[src/rtl/datapath_pkg.sv]
// Shared constants and types for the datapath control unit: opcodes, FSM
// state encodings and the instruction field layout.
package datapath_pkg;

  localparam int NUM_REGS    = 8;
  localparam int INSTR_WIDTH = 16;

  localparam logic [1:0] OP_LOAD = 2'b00;
  localparam logic [1:0] OP_MOV  = 2'b01;
  localparam logic [1:0] OP_ADD  = 2'b10;
  localparam logic [1:0] OP_SUB  = 2'b11;

  localparam logic [1:0] S_IDLE = 2'd0;
  localparam logic [1:0] S_T1   = 2'd1;
  localparam logic [1:0] S_T2   = 2'd2;
  localparam logic [1:0] S_T3   = 2'd3;

  // Only instr[15:8] carries meaning; the IR keeps just that field.
  localparam int FIELD_LSB = 8;
  localparam int OP_LSB    = 14;
  localparam int RX_LSB    = 11;
  localparam int RY_LSB    = 8;

  typedef struct packed {
    logic [1:0] op;
    logic [2:0] rx;
    logic [2:0] ry;
  } ir_t;

  function automatic logic is_alu_op(input logic [1:0] op);
    return (op == OP_ADD) || (op == OP_SUB);
  endfunction

endpackage

[src/rtl/datapath_controller_if.sv]
// Instruction request and control-strobe bundle between the controller,
// its instruction source and the datapath.
interface datapath_controller_if;
  import datapath_pkg::*;

  logic                   run;
  logic [INSTR_WIDTH-1:0] instr;
  logic                   ext_data_en;
  logic [NUM_REGS-1:0]    reg_in_en;
  logic [NUM_REGS-1:0]    reg_out_en;
  logic                   alu_reg_en;
  logic                   alu_sel;
  logic                   g_reg_en;
  logic                   alu_out_en;
  logic                   done;
  logic                   busy;

  modport master (
    input  run, instr,
    output ext_data_en, reg_in_en, reg_out_en, alu_reg_en, alu_sel,
           g_reg_en, alu_out_en, done, busy
  );

  modport slave (
    output run, instr,
    input  ext_data_en, reg_in_en, reg_out_en, alu_reg_en, alu_sel,
           g_reg_en, alu_out_en, done, busy
  );

  modport monitor (
    input run, instr, ext_data_en, reg_in_en, reg_out_en, alu_reg_en,
          alu_sel, g_reg_en, alu_out_en, done, busy
  );

endinterface

[src/rtl/datapath_controller_decoder.sv]
// 3-bit register index to one-hot enable; all zeros when not enabled.
module reg_onehot_decoder
  import datapath_pkg::*;
(
  input  logic [2:0]          idx,
  input  logic                en,
  output logic [NUM_REGS-1:0] onehot
);

  // Shift a single set bit into the indexed position.
  always_comb begin
    onehot = '0;
    if (en) begin
      onehot = {{(NUM_REGS-1){1'b0}}, 1'b1} << idx;
    end else begin
      onehot = '0;
    end
  end

endmodule

[src/rtl/datapath_controller.sv]
// Timestep FSM that latches one instruction on run and sequences the
// datapath strobes through T1..T3, pulsing done on the final step.
module datapath_controller
  import datapath_pkg::*;
(
  input  logic clk,
  input  logic reset,
  datapath_controller_if.master bus
);

  logic [1:0]          state_q, state_d;
  ir_t                 ir_q, ir_d;
  logic [NUM_REGS-1:0] rx_oh_s, ry_oh_s;
  logic                dec_en_s;
  logic                unused_instr_s;

  logic                ext_data_en_s, alu_reg_en_s, alu_sel_s;
  logic                g_reg_en_s, alu_out_en_s, done_s, busy_s;
  logic [NUM_REGS-1:0] reg_in_en_s, reg_out_en_s;

  assign unused_instr_s = ^bus.instr[FIELD_LSB-1:0];

  // Next-state and instruction capture; instr is only sampled in IDLE.
  always_comb begin
    state_d = state_q;
    ir_d    = ir_q;
    case (state_q)
      S_IDLE: begin
        if (bus.run) begin
          state_d = S_T1;
          ir_d    = ir_t'(bus.instr[INSTR_WIDTH-1:FIELD_LSB]);
        end else begin
          state_d = S_IDLE;
        end
      end
      S_T1: begin
        if (is_alu_op(ir_q.op)) begin
          state_d = S_T2;
        end else begin
          state_d = S_IDLE;
        end
      end
      S_T2:    state_d = S_T3;
      S_T3:    state_d = S_IDLE;
      default: state_d = S_IDLE;
    endcase
  end

  // State and IR registers with synchronous reset.
  always_ff @(posedge clk) begin
    if (reset) begin
      state_q <= S_IDLE;
      ir_q    <= '0;
    end else begin
      state_q <= state_d;
      ir_q    <= ir_d;
    end
  end

  assign dec_en_s = (state_q != S_IDLE);

  reg_onehot_decoder u_rx_dec (.idx(ir_q.rx), .en(dec_en_s), .onehot(rx_oh_s));
  reg_onehot_decoder u_ry_dec (.idx(ir_q.ry), .en(dec_en_s), .onehot(ry_oh_s));

  // Strobe decode from state and IR only.
  always_comb begin
    ext_data_en_s = 1'b0;
    reg_in_en_s   = '0;
    reg_out_en_s  = '0;
    alu_reg_en_s  = 1'b0;
    alu_sel_s     = 1'b0;
    g_reg_en_s    = 1'b0;
    alu_out_en_s  = 1'b0;
    done_s        = 1'b0;
    busy_s        = (state_q != S_IDLE);
    case (state_q)
      S_T1: begin
        case (ir_q.op)
          OP_LOAD: begin
            ext_data_en_s = 1'b1;
            reg_in_en_s   = rx_oh_s;
            done_s        = 1'b1;
          end
          OP_MOV: begin
            reg_out_en_s = ry_oh_s;
            reg_in_en_s  = rx_oh_s;
            done_s       = 1'b1;
          end
          default: begin
            reg_out_en_s = rx_oh_s;
            alu_reg_en_s = 1'b1;
          end
        endcase
      end
      S_T2: begin
        reg_out_en_s = ry_oh_s;
        g_reg_en_s   = 1'b1;
        alu_sel_s    = ir_q.op[0];
      end
      S_T3: begin
        alu_out_en_s = 1'b1;
        reg_in_en_s  = rx_oh_s;
        done_s       = 1'b1;
      end
      default: begin
        busy_s = 1'b0;
      end
    endcase
  end

  assign bus.ext_data_en = ext_data_en_s;
  assign bus.reg_in_en   = reg_in_en_s;
  assign bus.reg_out_en  = reg_out_en_s;
  assign bus.alu_reg_en  = alu_reg_en_s;
  assign bus.alu_sel     = alu_sel_s;
  assign bus.g_reg_en    = g_reg_en_s;
  assign bus.alu_out_en  = alu_out_en_s;
  assign bus.done        = done_s;
  assign bus.busy        = busy_s;

endmodule

[src/flat_wrapper.sv]
// flat-port wrapper written by rule: the top's interface ports become plain ports
module datapath_controller_flat import datapath_pkg::*;
  (clk, reset, bus_run, bus_instr, bus_ext_data_en, bus_reg_in_en, bus_reg_out_en, bus_alu_reg_en, bus_alu_sel, bus_g_reg_en, bus_alu_out_en, bus_done, bus_busy);
  datapath_controller_if bus_i ();
  input  logic clk;
  input  logic reset;
  input wire logic [$bits(bus_i.run)-1:0] bus_run;
  input wire logic [$bits(bus_i.instr)-1:0] bus_instr;
  output wire logic [$bits(bus_i.ext_data_en)-1:0] bus_ext_data_en;
  output wire logic [$bits(bus_i.reg_in_en)-1:0] bus_reg_in_en;
  output wire logic [$bits(bus_i.reg_out_en)-1:0] bus_reg_out_en;
  output wire logic [$bits(bus_i.alu_reg_en)-1:0] bus_alu_reg_en;
  output wire logic [$bits(bus_i.alu_sel)-1:0] bus_alu_sel;
  output wire logic [$bits(bus_i.g_reg_en)-1:0] bus_g_reg_en;
  output wire logic [$bits(bus_i.alu_out_en)-1:0] bus_alu_out_en;
  output wire logic [$bits(bus_i.done)-1:0] bus_done;
  output wire logic [$bits(bus_i.busy)-1:0] bus_busy;
  assign bus_i.run = bus_run;
  assign bus_i.instr = bus_instr;
  assign bus_ext_data_en = bus_i.ext_data_en;
  assign bus_reg_in_en = bus_i.reg_in_en;
  assign bus_reg_out_en = bus_i.reg_out_en;
  assign bus_alu_reg_en = bus_i.alu_reg_en;
  assign bus_alu_sel = bus_i.alu_sel;
  assign bus_g_reg_en = bus_i.g_reg_en;
  assign bus_alu_out_en = bus_i.alu_out_en;
  assign bus_done = bus_i.done;
  assign bus_busy = bus_i.busy;
  datapath_controller u_core (.clk(clk), .reset(reset), .bus(bus_i));
endmodule
[config.mk]
export PLATFORM = sky130hd
export DESIGN_NAME = datapath_controller_flat
export DESIGN_NICKNAME = d
export VERILOG_FILES = /design/src/rtl/datapath_pkg.sv /design/src/rtl/datapath_controller_if.sv /design/src/rtl/datapath_controller_decoder.sv /design/src/rtl/datapath_controller.sv /design/src/flat_wrapper.sv
export SDC_FILE = /design/constraint.sdc
export NUM_CORES = 1
export LEC_CHECK = 0
export ABC_AREA = 1
export CAP_MARGIN = 5
export CORE_MARGIN = 10
export CORE_UTILIZATION = 40
export DETAILED_ROUTE_END_ITERATION = 10
export PLACE_DENSITY_LB_ADDON = 0.25
export SYNTH_ARGS = -nofsm -noshare
export SYNTH_HDL_FRONTEND = slang
export SYNTH_SLANG_ARGS = --single-unit
[constraint.sdc]
create_clock -name clk -period 2.3 [get_ports clk]
set_input_delay 0.46 -clock clk [delete_from_list [all_inputs] [get_ports clk]]
set_output_delay 0.46 -clock clk [all_outputs]
set_load 0.05 [all_outputs]
Word level (Yosys, flattened, before mapping)
Index checks and enable logic that the tools add are counted.

Flip-flop bits (word level): 10. Word-level logic and storage cells: 38.

Eq/ne operators: 6. Shift operators: 2. Muxes and demuxes: 19. Reductions and logical operators: 7.

Operators by type and width (number): case mux 8 bit (2 select lines) (3); 2-to-1 mux 8 bit (3); << shifter 1 x 3 -> 8 bit (first input constant) (2); 2-to-1 mux 1 bit (10); == test 2 bit (second input constant) (4); case mux 2 bit (4 select lines) (1); == test 2 x 1 -> 1 bit (second input constant) (2); zero test 2 bit (2); OR reduction 3 bit (1); 2-to-1 mux 2 bit (1); case mux 1 bit (2 select lines) (1); AND reduction 2 bit (1); nonzero test 2 bit (1); OR reduction 2 bit (1); logical OR 1 bit (1).

Logic depth before layout (Yosys ltp)
Gate-level depths: netlist of run 1.

Depth after elaboration: 4. Mapped depth: 7. Mapped depth without buffers: 7.

Hierarchy
A second synthesis of run 1 with hierarchy kept.

Cells, all modules: 162. Area total of the unflattened synthesis: 888.4 um^2.

Modules (own cells, without submodules): datapath_controller (times used 1, cells an instance 128, area an instance 760.7 um^2); reg_onehot_decoder (times used 2, cells an instance 17, area an instance 63.8 um^2).

Worst setup path after synthesis of run 1
No wires, ideal clock.

Path type: register -> output. Start: register u_core.state_q[0]. End: output bus_reg_in_en[0]. Data arrival time: 2120 ps. Data required time: 1840 ps. Setup slack: -280 ps. Cell stages (with the launch flop): 6. Cells stage by stage: dfxtp_1 inv_1 ha_1 or2_1 buf_6 nor3_1.

Word-level cells in the longest chain between the ends: 4.

RTL lines: start, declared (line datapath_controller.sv:11) `logic [1:0] state_q, state_d;`; start signal, assigned (line datapath_controller.sv:55) `state_q <= state_d;`; nonzero test 2 bit (line datapath_controller.sv:60) `assign dec_en_s = (state_q != S_IDLE);`; 2-to-1 mux 8 bit (line datapath_controller_decoder.sv:13) `if (en) begin`; 2-to-1 mux 8 bit (line datapath_controller.sv:78) `case (ir_q.op)`; case mux 8 bit (2 select lines) * (line datapath_controller.sv:76) `case (state_q)`; end, declared (line flat_wrapper.sv:10) `output wire logic [$bits(bus_i.reg_in_en)-1:0] bus_reg_in_en;`.

Every way passes the cells marked *; elsewhere a longest branch is shown, timed or not.

Worst setup path in the final report of run 1
Start: register u_core.state_q[0]. End: output bus_reg_in_en[2].

The elaborated chain is that of the path after synthesis.

==> summary.json, run 1 <==
{
  "grt-ovfl-total": 0,
  "final_design_area_no_fill_mm2": 0.00132,
  "crit_path_max_fo": 8,
  "synth_cell_types": 15,
  "pin_count_of_the_biggest_net_entering_global_routing": 17,
  "hold_buffer_count_at_cts": 0,
  "seq_total_area_yosys_pct": 27.6,
  "cp.arrival_ns": 1.77,
  "synthDominantCellAreaShare_pct": 27.6,
  "outcome": "finished clean",
  "numClockSinks": 10,
  "cts-buffers-inserted": 3,
  "fp.dieArea_mm2": 0.00391,
  "clock_tree_from_tritoncts": "built",
  "grt_use_total_pct": 10.7,
  "viasPerCell": 4.90,
  "power_mw": 0.557,
  "dr.pass1.iters": 4,
  "antenna_cells": 0,
  "drt_wl_total_um": 2220,
  "route.detailed.wl_per_inst_um": 12.5,
  "timing.critical_path.to_type": "output pin",
  "io_pins": 42,
  "placed_cell_area_mm2": 0.00126,
  "peakVddDrop_uv": 469,
  "initial_antenna_violation_count": 0,
  "critPathLaunchType": "flip-flop",
  "cp_slowest_stage_delay_ns": 0.36,
  "timing.final.crit_share_pct": 96.8,
  "maxSlewHeadroom_pct": 66.6,
  "initial_utilization_pct": 42.0,
  "synth.largest_area_cell": "dfxtp_1",
  "synth_warnings": 0,
  "die_width_um": 62.6,
  "synth_area_per_cell_um2": 6.19,
  "grt_setup_unrepaired": "yes",
  "final-max-slew-violation-count": 0,
  "crit_path_category": "reg -> out",
  "final_layout_size_suffix_gt1_share_pct": 32.2,
  "ctsLongestPathBuffers": 2,
  "clock_network_latency_to_the_later_pin_of_the_worst_skew_pair_ns": 0.26,
  "synth.area.top_cells": "dfxtp_1 28%, a21oi_1 11%, nand2_1 10%",
  "crit_slowest_cell": "dfxtp_2",
  "syn_to_final_growth_pct": 81.7,
  "final_net_count": 177,
  "final_util_pct": 76.2,
  "syn_inst": 117,
  "h-tree-depth": 1,
  "die_boundary_height_um": 62.6,
  "cell_at_the_root_of_the_clock_tree": "clkbuf_4",
  "wire_length_of_the_first_global_routing_pass_um": 3530,
  "worst-endpoint-required_ns": 1.84,
  "timing_limited_maximum_frequency_mhz": 449,
  "syn_nets": 141,
  "post-cts-setup-buffer-count": 0,
  "hold_violations": 0,
  "crit_chain": "inv_1 > ha_2 > or2_4 > nor3_1 > buf_12",
  "ys_seq_elements": 10,
  "first_global_vias": 813,
  "hp-class": "reg -> reg",
  "timing.max_cap.violations": 0,
  "seq_area_um2": 203,
  "core_mm2": 0.00173,
  "fin_setup_tns_ns": 0,
  "routed-via-count": 868,
  "pwr_density_cell_mw_per_mm2": 423,
  "port-buffer-count": 33,
  "placement_rows": 15,
  "globalplace.congestion": 0.959,
  "dp_hpwl_um": 1900,
  "pin_slew_with_the_least_headroom_to_its_limit_ns": 0.499,
  "final.min_clock_period_ns": 2.23,
  "antenna_left": 0,
  "clk_pin_slew_ns": 0.06,
  "finalSetupViolations": 0,
  "multi_input_comb_area_um2": 503,
  "p_leak_nw": 0.529,
  "drt_first_iter_violations": 15,
  "detail_route.drc_violations": 0,
  "worst_clock_skew_ns": 0.00217,
  "fillerInstances": 144,
  "synth_area_um2": 724
}
## state kept, by name, indices dropped and copies added, names as in the netlist, named ones only
register / count
u_core.ir_q: 8
u_core.state_q: 1
## what timing repair did
action,4_1_cts,5_1_grt
hold endpoints to repair,0,0
gates cloned,0,0
setup endpoints to repair,15,13
resized for setup,5,3
pin swaps,0,1
## cells in the mapped netlist
cell type,count
clkinv_1,1
nor3_1,8
nand3_1,9
ha_1,5
nand2_1,20
a21oi_2,1
inv_1,17
nor2_2,4
a21oi_1,16
o21ai_0,9
buf_2,1
dfxtp_1,10
or2_1,1
buf_6,1
nor2_1,14
## power breakdown
| group | internal, mW | total [mW] | switching [mW] |
|---|---|---|---|
| sequential | 0.191 | 0.205 | 0.0140 |
| combinational | 0.0639 | 0.199 | 0.136 |
| clock | 0.0960 | 0.152 | 0.0565 |
## cell type report
| type | instances | share of cell area, % |
|---|---|---|
| clock buffer | 4 | 2.76 |
| sequential | 10 | 15.4 |
| multi-input combinational | 87 | 38.2 |
| timing repair buffer | 33 | 36.1 |
| tap | 25 | 2.38 |
| inverter | 18 | 5.13 |
## worst max-delay path: cells and delay by family (launching register included)
family / cells / cell delay (ns)
fa+ha+maj: 1 / 0.22
buf+inv: 2 / 0.28
flops: 1 / 0.36
simple gates: 2 / 0.64
## cells by family (layout without fill, tap and decap cells)
kind of cell | Yosys count | count (layout) | share of synthesized area (%)
fa+ha+maj | 5 | 5 | 8.64
compound gates | 26 | 26 | 18.5
simple gates | 56 | 56 | 33.7
flops | 10 | 10 | 27.6
buf+inv | 20 | 55 | 11.6
## layer usage
metal / wire length [um] / track usage (%)
met1: 997 / 11.3
met2: 1020 / 18.7
met3: 125 / 2.51
met4: 75 / 6.70
met5: 0 / 0
## stage by stage
stage,worst slack (ns),hold WS [ns],cells
3_5_place_dp,0.139,0.467,173
2_1_floorplan,-0.280,0.445,117
6_report,0.0731,0.468,177
4_1_cts,0.0479,0.476,177
5_1_grt,-0.00461,0.498,177
3_3_place_gp,0.197,0.463,173
## worst paths after layout
path | slack [ns] | startpoint | cells past startpoint | end
setup / recovery | 0.07 | u_core.state_q[0] | 5 | bus_reg_in_en[2]
hold / removal | 0.47 | u_core.state_q[0] | 1 | flip-flop
setup reg to reg | 0.85 | u_core.state_q[0] | 5 | u_core.ir_q[2]
hold reg to reg | 0.47 | u_core.state_q[0] | 1 | flip-flop
## layout by cell type, fill, tap and decap left out, drive strengths merged
| master | netlist | final |
|---|---|---|
| nor3 | 8 | 8 |
| or2 | 1 | 1 |
| nor2 | 18 | 18 |
| o21ai | 9 | 9 |
| nand2 | 20 | 20 |
| dfxtp | 10 | 10 |
| buf | 2 | 22 |
| clkinv | 1 | 1 |
| clkdlybuf4s50 | 0 | 11 |
| clkbuf | 0 | 4 |
| inv | 17 | 17 |
| ha | 5 | 5 |
| a21oi | 17 | 17 |
| nand3 | 9 | 9 |
Note: power is estimated with default switching activity, not from simulation.
==> run 2, diff against run 1 <==
--- a/config.mk
+++ b/config.mk
@@ -9,6 +9,7 @@
 export CAP_MARGIN = 5
 export CORE_MARGIN = 10
 export CORE_UTILIZATION = 40
+export CTS_CLUSTER_SIZE = 8
 export DETAILED_ROUTE_END_ITERATION = 10
 export PLACE_DENSITY_LB_ADDON = 0.25
 export SYNTH_ARGS = -nofsm -noshare
==> results of run 2 <==
No change in the layout: final DEF, timing and power equal those of run 1.
